==> config.mk <==
export PLATFORM = sky130hd
export DESIGN_NAME = insfetch
export DESIGN_NICKNAME = d
export VERILOG_FILES = /design/src/rtl/insfetch_pkg.sv /design/src/rtl/insfetch_beat_asm.sv /design/src/rtl/insfetch.sv
export SDC_FILE = /design/constraint.sdc
export NUM_CORES = 2
export LEC_CHECK = 0
export CORE_AREA = 2 2 468 470
export DETAILED_ROUTE_END_ITERATION = 10
export DIE_AREA = 0 0 470 472
export HOLD_SLACK_MARGIN = 0.08
export PLACE_DENSITY = 0.38
export SETUP_SLACK_MARGIN = 0.15
export SLEW_MARGIN = 20
export SYNTH_ARGS = -nofsm -noshare
export SYNTH_HDL_FRONTEND = slang
export SYNTH_SLANG_ARGS = --single-unit
==> constraint.sdc <==
create_clock -name clk -period 5.8 [get_ports clk]
set_input_delay 0.58 -clock clk [delete_from_list [all_inputs] [get_ports clk]]
set_output_delay 0.58 -clock clk [all_outputs]
set_load 0.005 [all_outputs]
==> src/rtl/insfetch_pkg.sv <==
// insfetch_pkg: shared widths, fetch state encoding and sizing helpers for
// the instruction fetch stage (and the insdecoder that consumes its output).
package insfetch_pkg;

  // Default widths shared with insdecoder.
  localparam int DEF_INS_W  = 1024;
  localparam int DEF_BEAT_W = 128;
  localparam int DEF_PC_W   = 16;

  // Fetch sequencer states.
  typedef enum logic [2:0] {
    ST_IDLE  = 3'd0,
    ST_REQ   = 3'd1,
    ST_WAIT  = 3'd2,
    ST_DRAIN = 3'd3,
    ST_HOLD  = 3'd4
  } fetch_state_e;

  // Number of memory beats that make up one instruction word.
  function automatic int calc_beats(input int ins_w, input int beat_w);
    return ins_w / beat_w;
  endfunction

  // Beat index width; never below one bit so a single-beat build still has an index.
  function automatic int calc_bi_w(input int beats);
    int res;
    if (beats > 1) begin
      res = $clog2(beats);
    end else begin
      res = 1;
    end
    return res;
  endfunction

  // Saturating 32-bit increment used by the event counters.
  function automatic logic [31:0] sat_inc32(input logic [31:0] cnt, input logic en);
    logic [31:0] res;
    if (en && (cnt != 32'hFFFF_FFFF)) begin
      res = cnt + 32'd1;
    end else begin
      res = cnt;
    end
    return res;
  endfunction

endpackage

==> src/rtl/insfetch_beat_asm.sv <==
// ins_beat_asm: assembles narrow memory beats into one wide instruction word.
// Beat 0 lands in the least significant lanes. clr wipes the whole buffer.
module ins_beat_asm
  import insfetch_pkg::*;
#(
  parameter int INS_W  = DEF_INS_W,
  parameter int BEAT_W = DEF_BEAT_W,
  parameter int BI_W   = 3
) (
  input  logic              clk,
  input  logic              rst_n,
  input  logic              clr,
  input  logic              wr_en,
  input  logic [BI_W-1:0]   wr_idx,
  input  logic [BEAT_W-1:0] wr_data,
  output logic [INS_W-1:0]  word_out
);

  logic [INS_W-1:0] buf_r;

  // Word buffer: clear has priority over a beat write; otherwise hold.
  always_ff @(posedge clk) begin
    if (!rst_n) begin
      buf_r <= {INS_W{1'b0}};
    end else if (clr) begin
      buf_r <= {INS_W{1'b0}};
    end else if (wr_en) begin
      buf_r[wr_idx*BEAT_W +: BEAT_W] <= wr_data;
    end else begin
      buf_r <= buf_r;
    end
  end

  assign word_out = buf_r;

endmodule

==> src/rtl/insfetch.sv <==
// insfetch: instruction fetch stage. Reads one INS_W word as BEATS narrow
// beats, presents it over valid/ready, and honours PC redirects that abort
// any fetch in flight.
// Optional build macro INSFETCH_PERF_EN adds saturating perf_fetched and
// perf_stall counters as extra output ports.
module insfetch
  import insfetch_pkg::*;
#(
  parameter int             INS_W    = DEF_INS_W,
  parameter int             BEAT_W   = DEF_BEAT_W,
  parameter int             PC_W     = DEF_PC_W,
  parameter logic [PC_W-1:0] RESET_PC = {PC_W{1'b0}},
  localparam int            BEATS    = calc_beats(INS_W, BEAT_W),
  localparam int            BI_W     = calc_bi_w(BEATS)
) (
  input  logic                 clk,
  input  logic                 rst_n,
  input  logic                 run,
  input  logic                 redirect_valid,
  input  logic [PC_W-1:0]      redirect_addr,
  output logic                 mem_req,
  output logic [PC_W+BI_W-1:0] mem_addr,
  input  logic [BEAT_W-1:0]    mem_rdata,
  input  logic                 mem_rvalid,
  output logic [INS_W-1:0]     ins,
  output logic                 ins_valid,
  input  logic                 ins_ready,
  output logic [PC_W-1:0]      pc_out
`ifdef INSFETCH_PERF_EN
  ,
  output logic [31:0]          perf_fetched,
  output logic [31:0]          perf_stall
`endif
);

  fetch_state_e    state_r, state_nx;
  logic [PC_W-1:0] pc_r, pc_nx;
  logic [BI_W-1:0] bi_r, bi_nx;
  logic            ins_valid_r;
  logic            buf_we_s;
  logic            buf_clr_s;
  logic            hs_s;
  logic            last_beat_s;

  assign hs_s        = (state_r == ST_HOLD) && ins_ready;
  assign last_beat_s = (bi_r == BI_W'(BEATS - 1));

  // Next-state, PC and beat-index selection; a redirect always wins.
  always_comb begin
    state_nx  = state_r;
    pc_nx     = pc_r;
    bi_nx     = bi_r;
    buf_we_s  = 1'b0;
    buf_clr_s = 1'b0;
    case (state_r)
      ST_IDLE: begin
        if (redirect_valid) begin
          pc_nx = redirect_addr;
          bi_nx = {BI_W{1'b0}};
        end else if (run) begin
          state_nx = ST_REQ;
        end else begin
          state_nx = ST_IDLE;
        end
      end
      ST_REQ: begin
        if (redirect_valid) begin
          pc_nx     = redirect_addr;
          bi_nx     = {BI_W{1'b0}};
          buf_clr_s = 1'b1;
        end else begin
          state_nx = ST_WAIT;
        end
      end
      ST_WAIT: begin
        if (redirect_valid) begin
          pc_nx     = redirect_addr;
          bi_nx     = {BI_W{1'b0}};
          buf_clr_s = 1'b1;
          // A beat arriving together with the redirect is simply dropped;
          // otherwise the stale beat is still owed and must be drained.
          if (mem_rvalid) begin
            state_nx = ST_REQ;
          end else begin
            state_nx = ST_DRAIN;
          end
        end else if (mem_rvalid) begin
          buf_we_s = 1'b1;
          if (last_beat_s) begin
            bi_nx    = {BI_W{1'b0}};
            state_nx = ST_HOLD;
          end else begin
            bi_nx    = bi_r + BI_W'(1);
            state_nx = ST_REQ;
          end
        end else begin
          state_nx = ST_WAIT;
        end
      end
      ST_DRAIN: begin
        if (redirect_valid) begin
          pc_nx     = redirect_addr;
          bi_nx     = {BI_W{1'b0}};
          buf_clr_s = 1'b1;
        end else begin
          pc_nx = pc_r;
        end
        // The stale beat is consumed whenever it shows up, even alongside a
        // fresh redirect, so the stage never waits for a beat that is not coming.
        if (mem_rvalid) begin
          if (run) begin
            state_nx = ST_REQ;
          end else begin
            state_nx = ST_IDLE;
          end
        end else begin
          state_nx = ST_DRAIN;
        end
      end
      ST_HOLD: begin
        if (redirect_valid) begin
          // Word is either accepted (ins_ready) or dropped; both restart at the target.
          pc_nx     = redirect_addr;
          bi_nx     = {BI_W{1'b0}};
          buf_clr_s = 1'b1;
          state_nx  = ST_REQ;
        end else if (hs_s) begin
          pc_nx = pc_r + PC_W'(1);
          if (run) begin
            state_nx = ST_REQ;
          end else begin
            state_nx = ST_IDLE;
          end
        end else begin
          state_nx = ST_HOLD;
        end
      end
      default: begin
        state_nx = ST_IDLE;
      end
    endcase
  end

  // Sequencer, PC, beat index and registered valid flag.
  always_ff @(posedge clk) begin
    if (!rst_n) begin
      state_r     <= ST_IDLE;
      pc_r        <= RESET_PC;
      bi_r        <= {BI_W{1'b0}};
      ins_valid_r <= 1'b0;
    end else begin
      state_r     <= state_nx;
      pc_r        <= pc_nx;
      bi_r        <= bi_nx;
      ins_valid_r <= (state_nx == ST_HOLD);
    end
  end

  ins_beat_asm #(
    .INS_W  (INS_W),
    .BEAT_W (BEAT_W),
    .BI_W   (BI_W)
  ) u_beat_asm (
    .clk      (clk),
    .rst_n    (rst_n),
    .clr      (buf_clr_s),
    .wr_en    (buf_we_s),
    .wr_idx   (bi_r),
    .wr_data  (mem_rdata),
    .word_out (ins)
  );

  // Beat request is a pure decode of REQ, withheld while a redirect lands.
  assign mem_req   = (state_r == ST_REQ) && !redirect_valid;
  assign mem_addr  = (state_r == ST_REQ) ? {pc_r, bi_r} : {(PC_W + BI_W){1'b0}};
  assign ins_valid = ins_valid_r;
  assign pc_out    = pc_r;

`ifdef INSFETCH_PERF_EN
  logic [31:0] perf_fetched_r;
  logic [31:0] perf_stall_r;

  // Saturating counts of delivered words and memory-wait cycles.
  always_ff @(posedge clk) begin
    if (!rst_n) begin
      perf_fetched_r <= 32'd0;
      perf_stall_r   <= 32'd0;
    end else begin
      perf_fetched_r <= sat_inc32(perf_fetched_r, hs_s);
      perf_stall_r   <= sat_inc32(perf_stall_r,
                                  (state_r == ST_WAIT) || (state_r == ST_DRAIN));
    end
  end

  assign perf_fetched = perf_fetched_r;
  assign perf_stall   = perf_stall_r;
`endif

endmodule

==> key figures <==
STA
  • Fin Setup TNS: 0 ns
  • Final hold violations: 0
  • WHS: 0.407 ns
  • Tcrit/Tclk final: 74.7%
  • Finish-stage setup viols: 0
  • Fin crit period: 4.33 ns
  • RSZ-0062 raised after global routing: false
  • Slew Limit Headroom: 11.4%
  • Measured slew at the worst slew-check pin: 1.33 ns
  • Slew Viols, Final: 0
  • Clock skew: 0.0275 ns
  • Fmax: 0.231 GHz

Yosys
  • Post-synth net total: 4771
  • Yosys warns: 0
  • Avg Cell Area, Syn: 8.39 sq um
  • Cell variety after synth: 51
  • Top cells by area, synth: dfxtp_1 (54%), a21oi_1 (8.9%), nand3_1 (7.9%)
  • Synth cell count leaders: dfxtp_1 (1047), nand2_1 (804), a21oi_1 (689)
  • Synth Area in Adders: 0.162%
  • Async SR Flop Fraction: 0%
  • Post-synth EDFFs: 0
  • Simple-gate portion of the synthesized area: 20.6%
  • Synth Register Bits: 1047
  • Synthesized area: 0.0387 sq mm
  • Multiplexer area fraction after synthesis: 0.0549%
  • Seq/Total Area, Yosys: 54.1%
  • Synth Area in Compound Gates: 19.9%
  • Main flop type after synthesis: dfxtp_1
  • Most common cell in the synthesized netlist: dfxtp_1
  • Syn Inst Count: 4616
  • XOR/XNOR Fraction of Synth Area: 0%
  • Post-synth top area cell: dfxtp_1
  • Share of the synthesized area in the top cell type: 54.1%
  • Largest family of logic cells by synthesized area: simple AND/OR/NAND/NOR gates

Die
  • Height of the die: 472 microns
  • Die footprint: 0.222 sq mm
  • Row cnt: 171
  • Ports: 1211
  • Initial Util: 17.9%
  • Die width: 470 microns
  • Core area: 0.217 sq mm

Placement
  • Detailed Place HPWL: 166000 microns
  • # port buffers: 1210
  • Global placement routability congestion: 0.828

Cells and area
  • Fillcell total: 23400
  • Layout Nets: 5715
  • Share of cells above drive strength 1: 5.69%
  • Area growth from synthesis to layout: 50.1%

Route
  • Routed Antenna Nets: 0
  • First drt pass iteration count: 6
  • Vias: 40100
  • Vias per inst: 4.71
  • DRC: 0
  • Final wirelength: 245000 microns
  • Drt wl/cell: 28.7 microns
  • First DRT Iteration DRCs: 3048

Clock tree
  • Clock transition at the registers of the reported paths: 0.06 ns
  • Clock root buffer: clkbuf_16
  • Clock sinks: 1047
  • Hold_buf cts: 0
  • Num CTS Buffers: 136
  • Cts repair resizes: 0
  • TritonCTS clock tree: done
  • Buffer count from post-CTS setup fixing: 0
  • Worst-Skew Late Latency: 0.80 ns
  • H-tree depth: 4
  • Clk buf depth: 3

Worst setup path
  • CP Data Arrival Time: 5.01 ns
  • Critical Path Fanout Max: 92
  • Critical Path Sink Type: flop
  • Critical path type: flop to flop
  • Worst Path Required: 6.48 ns
  • Critical path startpoint category: flop

Global routing
  • Total GRT Usage: 21.1%
  • First-pass GRT wire length: 334000 microns
  • Vias in the first global route: 38700
  • Overflow after GRT: 0
  • Largest net degree at the start of global routing: 166
  • Initial antenna violation count: 16

Outcome
  • Status: finished clean

Power
  • Maximum VDD drop: 0.276 mV
  • Leakage: 17.9 nW
  • Pwr Density: 284 mW/mm^2

Flow run
  • Max-Cap Viols: 0

Worst hold path
  • Tightest Hold Check Type: primary input to flop
## final cells by class
class	count	area (sq um)	area share, %
clock inverters	28	424	0.730
clock buffers	213	4050	6.96
well taps	2854	3570	6.14
repair buffers	1301	13100	22.6
flip-flops and latches	1047	21000	36.1
inverters	9	38.8	0.0667
diodes	6	15.0	0.0258
multi-input cells	3065	15900	27.4
## cell families (layout without fill, tap and decap cells)
logic type,count (synthesis),count (layout)
buffers and inverters,504,1551
multiplexers,2,2
adder cells (fa/ha/maj),5,5
other,0,6
flip-flops,1047,1047
AO/OA/AOI/OAI,1344,1344
AND/OR/NAND/NOR,1714,1714
## layout by cell type, fill, tap and decap left out, types with 5 or more instances in the layout
master / netlist / final
a21oi_1: 689 / 689
and2_1: 20 / 19
and3_1: 5 / 5
buf_12: 0 / 27
buf_4: 0 / 64
clkbuf_1: 371 / 44
clkbuf_16: 0 / 138
clkbuf_8: 0 / 31
clkdlybuf4s50_1: 0 / 1210
clkinv_2: 0 / 7
dfxtp_1: 1047 / 1046
diode_2: 0 / 6
inv_1: 8 / 8
inv_16: 0 / 6
nand2_1: 804 / 799
nand2_4: 0 / 5
nand3_1: 615 / 614
nand3b_1: 43 / 43
nand4_1: 160 / 160
nor2_1: 16 / 15
nor4_1: 16 / 13
o211ai_1: 72 / 72
o21ai_0: 289 / 289
o31ai_1: 264 / 264
## where the power goes
group,switching (mW),internal [mW],total [mW]
combinational,0.562,0.174,0.736
clock,3.61,4.94,8.55
sequential,0.0277,7.20,7.23
## sequential cells by signal, summed over array words and instances (netlist names)
register and flops:
pc_out 16, bi_r 3, u_beat_asm.word_out 1024, ins_valid 1, state_r 3
## worst max-delay path, stage by stage, from the launching register on
cell and delay [ns]:
dfxtp_4 0.69, inv_1 0.13, ha_1 0.26, ha_4 0.86
nor2b_4 0.32, buf_4 0.45, nand4_1 0.45, buf_12 0.34
o31ai_1 0.41
## stage by stage
| step | cells | cell area [sq um] | power, mW | utilization [%] | setup WS [ns] |
|---|---|---|---|---|---|
| after global routing | 8518 | 58100 | 17.1 | 26.8 | 1.19 |
| after CTS | 8517 | 58100 | 16.8 | 26.8 | 1.44 |
| after global placement | 8276 | 53600 | 8.14 | 24.8 | 1.46 |
| final | 8523 | 58100 | 16.5 | 26.8 | 1.47 |
| after detailed placement | 8276 | 53600 | 8.14 | 24.8 | 1.47 |
| after floorplan | 4616 | 38700 | 7.61 | - | 3.01 |
## path summary, 6_finish.rpt
kind | endpoint | slack, ns | cells past startpoint | from
max reg2reg | u_beat_asm.word_out[425]$_SDFFE_PP0P_ | 1.47 | 8 | bi_r[0]$_SDFFE_PN0P_
min reg2reg | u_beat_asm.word_out[737]$_SDFFE_PP0P_ | 0.45 | 2 | u_beat_asm.word_out[737]$_SDFFE_PP0P_
max | u_beat_asm.word_out[425]$_SDFFE_PP0P_ | 1.47 | 8 | bi_r[0]$_SDFFE_PN0P_
min | pc_out[0]$_SDFFE_PN0P_ | 0.41 | 3 | redirect_addr[0]
## metal layers
layer / vias up / routed length (microns) / track usage [%]
li1: 18300 / - / -
met1: 20000 / 102000 / 25.8
met2: 1591 / 113000 / 34.3
met3: 278 / 21700 / 7.52
met4: 2 / 8260 / 6.82
met5: - / 11 / 0
Power figures use the tool's default switching activity.
